$ cat config.mk
export PLATFORM = sky130hd
export DESIGN_NAME = keypad_scanner
export DESIGN_NICKNAME = d
export VERILOG_FILES = /design/src/rtl/keypad_pkg.sv /design/src/rtl/keypad_sync.sv /design/src/rtl/keypad_scanner.sv
export SDC_FILE = /design/constraint.sdc
export NUM_CORES = 1
export LEC_CHECK = 0
export ABC_CLOCK_PERIOD_IN_PS = 2300
export BUFFER_PORTS_ARGS = -buffer_cell sky130_fd_sc_hd__buf_2
export CORE_MARGIN = 3
export CORE_UTILIZATION = 59
export CTS_CLUSTER_SIZE = 8
export DETAILED_ROUTE_END_ITERATION = 10
export PLACE_DENSITY_LB_ADDON = 0.3
export SETUP_SLACK_MARGIN = 0.02
export SYNTH_ARGS = -nofsm -noshare
export SYNTH_HDL_FRONTEND = slang
export SYNTH_SLANG_ARGS = --single-unit
export TNS_END_PERCENT = 50
$ cat constraint.sdc
create_clock -name clk -period 2.3 [get_ports clk]
set_input_delay 0.23 -clock clk [delete_from_list [all_inputs] [get_ports clk]]
set_output_delay 0.23 -clock clk [all_outputs]
set_load 0.05 [all_outputs]
$ cat src/rtl/keypad_pkg.sv
// keypad_pkg
// Shared definitions for the 4x4 matrix keypad scanner:
//   - scan_state_t : scanner FSM states
//   - KEY_MAP      : 16-entry hex code table indexed by {row, col}
//   - COL_ONECOLD  : active-low column drive patterns indexed by column
//   - lowest_low_row() : priority pick of the lowest-index active row
package keypad_pkg;

  typedef enum logic [1:0] {
    ST_SCAN,
    ST_DEBOUNCE,
    ST_HELD,
    ST_RELEASE
  } scan_state_t;

  // Physical layout, row-major, column index left to right:
  //   row0: 1 2 3 A / row1: 4 5 6 B / row2: 7 8 9 C / row3: 0 F E D
  localparam logic [3:0] KEY_MAP [16] = '{
    4'h1, 4'h2, 4'h3, 4'hA,
    4'h4, 4'h5, 4'h6, 4'hB,
    4'h7, 4'h8, 4'h9, 4'hC,
    4'h0, 4'hF, 4'hE, 4'hD
  };

  localparam logic [3:0] COL_ONECOLD [4] = '{
    4'b1110, 4'b1101, 4'b1011, 4'b0111
  };

  function automatic logic [3:0] key_lookup(input logic [1:0] row, input logic [1:0] col);
    return KEY_MAP[{row, col}];
  endfunction

  // When several rows are low together the lowest index wins.
  function automatic logic [1:0] lowest_low_row(input logic [3:0] rows_n);
    if (!rows_n[0])      return 2'd0;
    else if (!rows_n[1]) return 2'd1;
    else if (!rows_n[2]) return 2'd2;
    else                 return 2'd3;
  endfunction

endpackage

$ cat src/rtl/keypad_sync.sv
// keypad_sync
// Two-flop synchronizer for the asynchronous keypad row lines.
// Reset value is all ones (rows idle high through their pull-ups).
// Ports:
//   clk   - system clock
//   rst_n - asynchronous active-low reset
//   d     - raw row inputs (asynchronous to clk)
//   q     - synchronized rows, two clocks of latency
module keypad_sync (
  input  logic       clk,
  input  logic       rst_n,
  input  logic [3:0] d,
  output logic [3:0] q
);

  logic [3:0] meta;

  always_ff @(posedge clk or negedge rst_n) begin
    if (!rst_n) begin
      meta <= 4'hF;
      q    <= 4'hF;
    end else begin
      meta <= d;
      q    <= meta;
    end
  end

endmodule

$ cat src/rtl/keypad_scanner.sv
// keypad_scanner
// Scans a 4x4 matrix keypad one column per slot, debounces presses and
// releases, and presents the accepted key as a hex code with a
// valid/ack handshake.
// Parameters:
//   SCAN_DIV     - clocks per column slot (>= 4)
//   DEBOUNCE_CNT - consecutive agreeing samples for press and release (1..15)
// Ports:
//   clk         - system clock
//   rst_n       - asynchronous active-low reset
//   col_n[3:0]  - column drive, active low, one-cold
//   row_n[3:0]  - row sense, pulled up, active low, asynchronous
//   key_code    - hex value of the last accepted key
//   key_valid   - key_code holds a key not yet acknowledged
//   key_ack     - consumer takes key_code
//   key_held    - accepted key is still pressed
//   key_overrun - one-cycle pulse when a key is accepted while one is pending
module keypad_scanner #(
  parameter int SCAN_DIV     = 100000,
  parameter int DEBOUNCE_CNT = 4
) (
  input  logic       clk,
  input  logic       rst_n,
  output logic [3:0] col_n,
  input  logic [3:0] row_n,
  output logic [3:0] key_code,
  output logic       key_valid,
  input  logic       key_ack,
  output logic       key_held,
  output logic       key_overrun
);

  import keypad_pkg::*;

  localparam int              SLOT_W    = (SCAN_DIV > 1) ? $clog2(SCAN_DIV) : 1;
  localparam logic [SLOT_W-1:0] SLOT_LAST = SLOT_W'(SCAN_DIV - 1);
  localparam logic [3:0]      DEB_LAST  = 4'(DEBOUNCE_CNT - 1);

  logic [3:0]        row_sync;
  logic [SLOT_W-1:0] slot_cnt;
  logic              sample;
  scan_state_t       state, state_nxt;
  logic [1:0]        col_idx, col_idx_nxt;
  logic [1:0]        cand_row, cand_row_nxt;
  logic [3:0]        deb_cnt, deb_cnt_nxt;
  logic [3:0]        cnt_inc;
  logic              cand_low;
  logic              accept;
  logic              ack_ok;

  keypad_sync u_sync (
    .clk   (clk),
    .rst_n (rst_n),
    .d     (row_n),
    .q     (row_sync)
  );

  // Slot timer: free-running, the last cycle of each slot is the sample point.
  always_ff @(posedge clk or negedge rst_n) begin
    if (!rst_n) begin
      slot_cnt <= '0;
    end else if (slot_cnt == SLOT_LAST) begin
      slot_cnt <= '0;
    end else begin
      slot_cnt <= slot_cnt + SLOT_W'(1);
    end
  end

  assign sample = (slot_cnt == SLOT_LAST);

  // FSM state, column pointer, candidate row and debounce counter.
  always_ff @(posedge clk or negedge rst_n) begin
    if (!rst_n) begin
      state    <= ST_SCAN;
      col_idx  <= 2'd0;
      cand_row <= 2'd0;
      deb_cnt  <= 4'd0;
    end else begin
      state    <= state_nxt;
      col_idx  <= col_idx_nxt;
      cand_row <= cand_row_nxt;
      deb_cnt  <= deb_cnt_nxt;
    end
  end

  // Next-state logic. Decisions are only taken at sample points. While a
  // candidate is being tracked the column stays put, so only the candidate
  // row matters and any other key is ignored. The first sample that starts
  // a debounce or release run counts as sample zero; the run completes when
  // the incremented count reaches DEBOUNCE_CNT-1.
  always_comb begin
    state_nxt    = state;
    col_idx_nxt  = col_idx;
    cand_row_nxt = cand_row;
    deb_cnt_nxt  = deb_cnt;
    accept       = 1'b0;
    cand_low     = ~row_sync[cand_row];
    cnt_inc      = deb_cnt + 4'd1;

    if (sample) begin
      case (state)
        ST_SCAN: begin
          if (row_sync != 4'hF) begin
            cand_row_nxt = lowest_low_row(row_sync);
            deb_cnt_nxt  = 4'd0;
            state_nxt    = ST_DEBOUNCE;
          end else begin
            col_idx_nxt = col_idx + 2'd1;
          end
        end
        ST_DEBOUNCE: begin
          if (cand_low) begin
            deb_cnt_nxt = cnt_inc;
            if (cnt_inc >= DEB_LAST) begin
              accept    = 1'b1;
              state_nxt = ST_HELD;
            end
          end else begin
            state_nxt   = ST_SCAN;
            col_idx_nxt = col_idx + 2'd1;
          end
        end
        ST_HELD: begin
          if (!cand_low) begin
            deb_cnt_nxt = 4'd0;
            state_nxt   = ST_RELEASE;
          end
        end
        ST_RELEASE: begin
          if (!cand_low) begin
            deb_cnt_nxt = cnt_inc;
            if (cnt_inc >= DEB_LAST) begin
              state_nxt   = ST_SCAN;
              col_idx_nxt = col_idx + 2'd1;
            end
          end else begin
            state_nxt = ST_HELD;
          end
        end
        default: state_nxt = ST_SCAN;
      endcase
    end
  end

  assign ack_ok = key_ack & key_valid;

  // Output handshake. A new key replaces the pending one only if the
  // pending one is being acknowledged in the same cycle; otherwise the new
  // key is dropped and reported as an overrun.
  always_ff @(posedge clk or negedge rst_n) begin
    if (!rst_n) begin
      key_code    <= 4'h0;
      key_valid   <= 1'b0;
      key_overrun <= 1'b0;
    end else begin
      key_overrun <= 1'b0;
      if (accept) begin
        if (!key_valid || ack_ok) begin
          key_code  <= key_lookup(cand_row, col_idx);
          key_valid <= 1'b1;
        end else begin
          key_overrun <= 1'b1;
        end
      end else if (ack_ok) begin
        key_valid <= 1'b0;
      end
    end
  end

  assign col_n    = COL_ONECOLD[col_idx];
  assign key_held = (state == ST_HELD) || (state == ST_RELEASE);

endmodule

Word-level counts from Yosys, hierarchy flattened:

Memories as Yosys holds them, arrays and structs flattened. A register that Yosys moved wholly into a read port is not among the register bits.
Index checks and enable logic that the tools add are counted.

* muxes and demuxes: 35
* $lt $le $gt $ge: 3
* bitwise gates (word level): 3
* add/sub/neg operators: 3
* reductions and logical operators: 13
* eq/ne operators: 15

Operators by type and width (number)
* $mux 2: 12
* $mux 4: 6
* $add 17x1->17 const B: 1
* $eq 17x17->1 const B: 1
* $mux 17: 1
* $pmux 4 s4: 1
* $ne 2x2->1 const B: 7
* $mux 1: 11
* $reduce_and 5->1: 2
* $bmux 4 s2: 1
* $pmux 2 s4: 1
* $ne 3x3->1 const B: 2
* $pmux 2 s3: 1
* $reduce_and 6->1: 1
* $not 4->5: 1
* $add 4x1->4 const B: 1
* $eq 2x2->1 const B: 2
* $ge 4x2->1 const B: 1
* $ne 4x4->1 const B: 1
* $reduce_and 2->1: 2
* $ge 3x3->1 const B: 1
* $lt 2x3->1 const B: 1
* $not 2->3: 1
* $reduce_and 3->1: 1
* 10 further kinds: 12

* output and inout bits: 11
* word-level logic and storage cells: 82
* memories kept: 1
* bits in read-only memories: 64
* bits of input ports: 7
* flip-flop bits (word level): 37

Memory list
* (name not given): words 16, width 4, read ports 1, clocked after Yosys merged registers in 1, write ports 0, RTL line keypad_pkg.sv:30 `return KEY_MAP[{row, col}];`

Longest topological paths before layout:

* depth after elaboration: 8
* mapped depth: 8
* mapped depth without buffers: 7

Cells and area by module:

Synthesis repeated with hierarchy kept, for this count alone.

* cell total of the unflattened synthesis: 210
* area total of the unflattened synthesis: 2165.8 um^2

Modules (own cells, without submodules)
* keypad_scanner: times used 1, cells each 202, area each 1955.6 um^2
* keypad_sync: times used 1, cells each 8, area each 210.2 um^2

Worst setup path before layout:

Ideal clock, no wire load.

* path type: reg-to-reg
* from: register slot_cnt[0]
* to: register key_code[0]
* buffers on the path: 2
* cell stages (with the launch flop): 9
* data arrival time: 1.949 ns
* required time: 2.175 ns
* library setup time: 0.125 ns
* period minus slack after synthesis: 2.074 ns
* setup slack: 0.226 ns
* cell sequence: dfrtp_1 > ha_1 > and4_1 > buf_2 > and4_1 > buf_4 > nand2_1 > nor4b_4 > mux2_2

* word-level cells in the longest chain between the ends: 3

RTL lines
* start: declaration: RTL line keypad_scanner.sv:40 `logic [SLOT_W-1:0] slot_cnt;`
* start signal: assignment: RTL line keypad_scanner.sv:65 `slot_cnt <= slot_cnt + SLOT_W'(1);`
* $eq 17x17->1: RTL line keypad_scanner.sv:69 `assign sample = (slot_cnt == SLOT_LAST);`
* $mux 1: RTL line keypad_scanner.sv:100 `if (sample) begin`
* $reduce_and 2->1 (no line)
* end: declaration: RTL line keypad_scanner.sv:26 `output logic [3:0] key_code,`

No other way between the ends.
A chain may end at the register's enable or synchronous reset.

Final worst setup path:

* from: register cand_row[1]
* to: register deb_cnt[3]

* word-level cells in the longest chain between the ends: 4
* elaborated cells on any way between the ends: 6
* those cells by class: 3 x eq/ne; 2 x mux; 1 x reduce/logical

RTL lines
* start: declaration: RTL line keypad_scanner.sv:44 `logic [1:0] cand_row, cand_row_nxt;`
* start signal: assignment: RTL line keypad_scanner.sv:81 `cand_row <= cand_row_nxt;`
* $bmux 1 s2 *: RTL line keypad_scanner.sv:97 `cand_low = ~row_sync[cand_row];`
* $mux 1 (not written as such) *: RTL line keypad_scanner.sv:97
* $ne 2x2->1 (no line)
* $reduce_and 5->1 (no line) *
* end signal: assignment: RTL line keypad_scanner.sv:82 `deb_cnt <= deb_cnt_nxt;`
* end: declaration: RTL line keypad_scanner.sv:45 `logic [3:0] deb_cnt, deb_cnt_nxt;`

Every way passes the cells marked *; elsewhere a longest branch is shown, timed or not. The select of a mux whose other input is x is not followed.

==> metrics.md <==
| Metric | Value |
|---|---|
| Status | `finished clean` |
| Hold depth | `3` |
| Io pins | `18` |
| Iteration-0 DRC Markers | `137` |
| R2R depth | `6` |
| Post-synth ARST share | `1.00` |
| Dpl cell area | `2260 um2` |
| Slew headroom | `0.428` |
| Post-synth EDFFs | `0` |
| Cells after synthesis | `204` |
| Final WL | `3900 um` |
| Top cells by area, synth | `dfrtp_1 (38%), dfstp_2 (9.8%), ha_1 (5.2%)` |
| Setup tns final | `0 ps` |
| Via count | `1574` |
| Initial Utilization | `0.629` |
| CTS max path bufs | `2` |
| CP Max Fanout | `9` |
| Fillers | `266` |
| Final HPWL DP | `2900 um` |
| RSZ-0062 raised after global routing | `no` |
| Worst Hold Class | `primary input to flip-flop` |
| TritonRoute pass-1 iters | `4` |
| Initial antenna violation count | `0` |
| CTS Buf Count | `5` |
| Chip Height | `66.3 um` |
| Synthesized flop and latch total | `41` |
| Area share of the largest cell type after synthesis | `0.384` |
| Tmin final | `2150 ps` |
| Worst setup SP type | `flip-flop` |
| Total of max-cap violations | `0` |
| TritonCTS clock tree | `built` |
| VDD IR-drop max | `0.367 mV` |
| Antenna viol nets, final | `0` |
| Pre-CTS WS | `90.7 ps` |
| Vias in the first global route | `1590` |
| Slew @ Worst Pin | `858 ps` |
| Pwr dens | `475 nW/um2` |
| Sequential area share after synthesis | `0.482` |
| Achievable frequency | `466 MHz` |
| Final instance area | `2380 um2` |
| Count leader, synth | `dfrtp_1` |
| Yosys warns | `0` |
| Final non-filler cell total | `275` |
| Placed Instances | `261` |
| Leakage | `0.00104 uW` |
| Area Overhead vs Synth | `10.7%` |
| Layout cells sized above 1 | `0.210` |
| Hold Vio Cnt, Final | `0` |
| Synthesized area | `2150 um2` |
| Root Buffer | `clkbuf_4` |
| GRT Overall Usage | `0.209` |
| Die outline width | `66.3 um` |
| Largest net degree at the start of global routing | `42` |
| Gpl congestion | `0.859` |
| Crit end category | `flip-flop` |
| Area leader, netlist | `dfrtp_1` |
| Setup ws final | `153 ps` |
| Period utilization | `0.933` |
| Core region area | `3420 um2` |
| DRC viols | `0` |
| First-pass GRT wire length | `6980 um` |
| Setup Viol. Count Final | `0` |
| Number of diodes | `0` |
| Arrival time at the worst endpoint | `2400 ps` |
| Synth Net Count | `220` |
| H-tree depth reported by CTS | `2` |
| Grt ovf | `0` |
| Reg clk slew, reported paths | `130 ps` |
| DR vias/cell | `5.72` |
| Synth unique cells | `50` |
| CP required | `2550 ps` |
| Clk_lat worst skew | `350 ps` |
| # nets final | `244` |
| Worst setup path class | `flip-flop to flip-flop` |
| Row count | `21` |
| Ys flop type | `dfrtp_1` |
| Max Transition Viols Final | `0` |
| Clock Sinks | `41` |
| Avg Cell Area, Syn | `10.5 um2` |
| Clock Skew | `11.5 ps` |
| Top post-synthesis cells by count | `dfrtp_1 (33), nand2_1 (23), nor2_1 (14)` |
| Port bufs | `17` |
| Post-Route Utilization | `0.696` |
| Drt wl/cell | `14.2 um` |
| Full die area | `4400 um2` |
## stage by stage
step	hold slack, ps	power, uW
3_3_place_gp	335	778
2_1_floorplan	-65.6	762
4_1_cts	134	1150
3_5_place_dp	336	780
6_report	145	1130
5_1_grt	156	1180
## power breakdown
group	total, uW	switching (uW)	internal, uW
registers	738	4.02	734
clock network	357	239	118
logic	36.2	21.8	14.4
## final timing paths
| path | startpoint | slack [ps] | endpoint |
|---|---|---|---|
| worst max-delay path | cand_row[1] | 150 | deb_cnt[3] |
| worst min-delay path | key_ack | 150 | key_overrun |
| worst max register to register | cand_row[1] | 150 | deb_cnt[3] |
| worst min register to register | u_sync.meta[1] | 360 | u_sync.q[1] |
| max in group asynchronous | rst_n | 1250 | slot_cnt[12] |
| min in group asynchronous | rst_n | 510 | key_code[0] |
## placed cells by master, fill, tap and decap left out, types with 6 or more instances in the layout
cell type,n
inv_1,11
xnor2_1,11
nand3_1,12
ha_1,9
dfstp_2,8
buf_4,6
nand4_1,8
nand2_1,23
nor2_1,14
o21ai_0,11
dfrtp_1,33
buf_2,17
## final cells by class
cell class                      instances  area (um2)  share of cell area
Clock inverter                          3        22.5             0.00947
Tap cell                               46        57.6              0.0242
Timing Repair Buffer                   28         180              0.0757
Sequential cell                        41        1040               0.436
Inverter                               11        41.3              0.0174
Clock buffer                            5        37.5              0.0158
Multi-Input combinational cell        141        1000               0.422
## worst max-delay path: stages, from the launching register on
cell	delay, ps
dfrtp_1	480
mux4_2	560
buf_4	190
mux2i_1	130
a41o_1	200
a311o_1	310
a31o_1	190
## cells by family after synthesis
group           synth area share
simple gates               0.215
flops                      0.482
compound gates            0.0810
buf+inv                   0.0507
xor+xnor                  0.0652
fa+ha+maj                 0.0524
mux                       0.0536
## layer usage
layer / part of all wire / vias up / wire, um / GRT usage
met5: 0 / - / 0 / 0
met4: 0.019 / 0 / 74 / 0.0888
met3: 0.045 / 8 / 174 / 0.0544
met2: 0.49 / 39 / 1890 / 0.344
met1: 0.45 / 763 / 1750 / 0.257
li1: - / 764 / - / -
## registers in the layout (all words and copies together) (netlist names), named ones only
| name | count |
|---|---|
| slot_cnt | 17 |
| deb_cnt | 4 |
| key_code | 4 |
| u_sync.meta | 4 |
| u_sync.q | 4 |
| cand_row | 2 |
| col_idx | 2 |
| key_overrun | 1 |
| key_valid | 1 |
| state | 1 |
## what timing repair did
action	in CTS	in global routing
resized for setup	0	0
buffers inserted	0	1
endpoints found under the setup margin	0	4
hold buffers	5	0
hold endpoints to repair	28	0
Power figures use the tool's default switching activity.
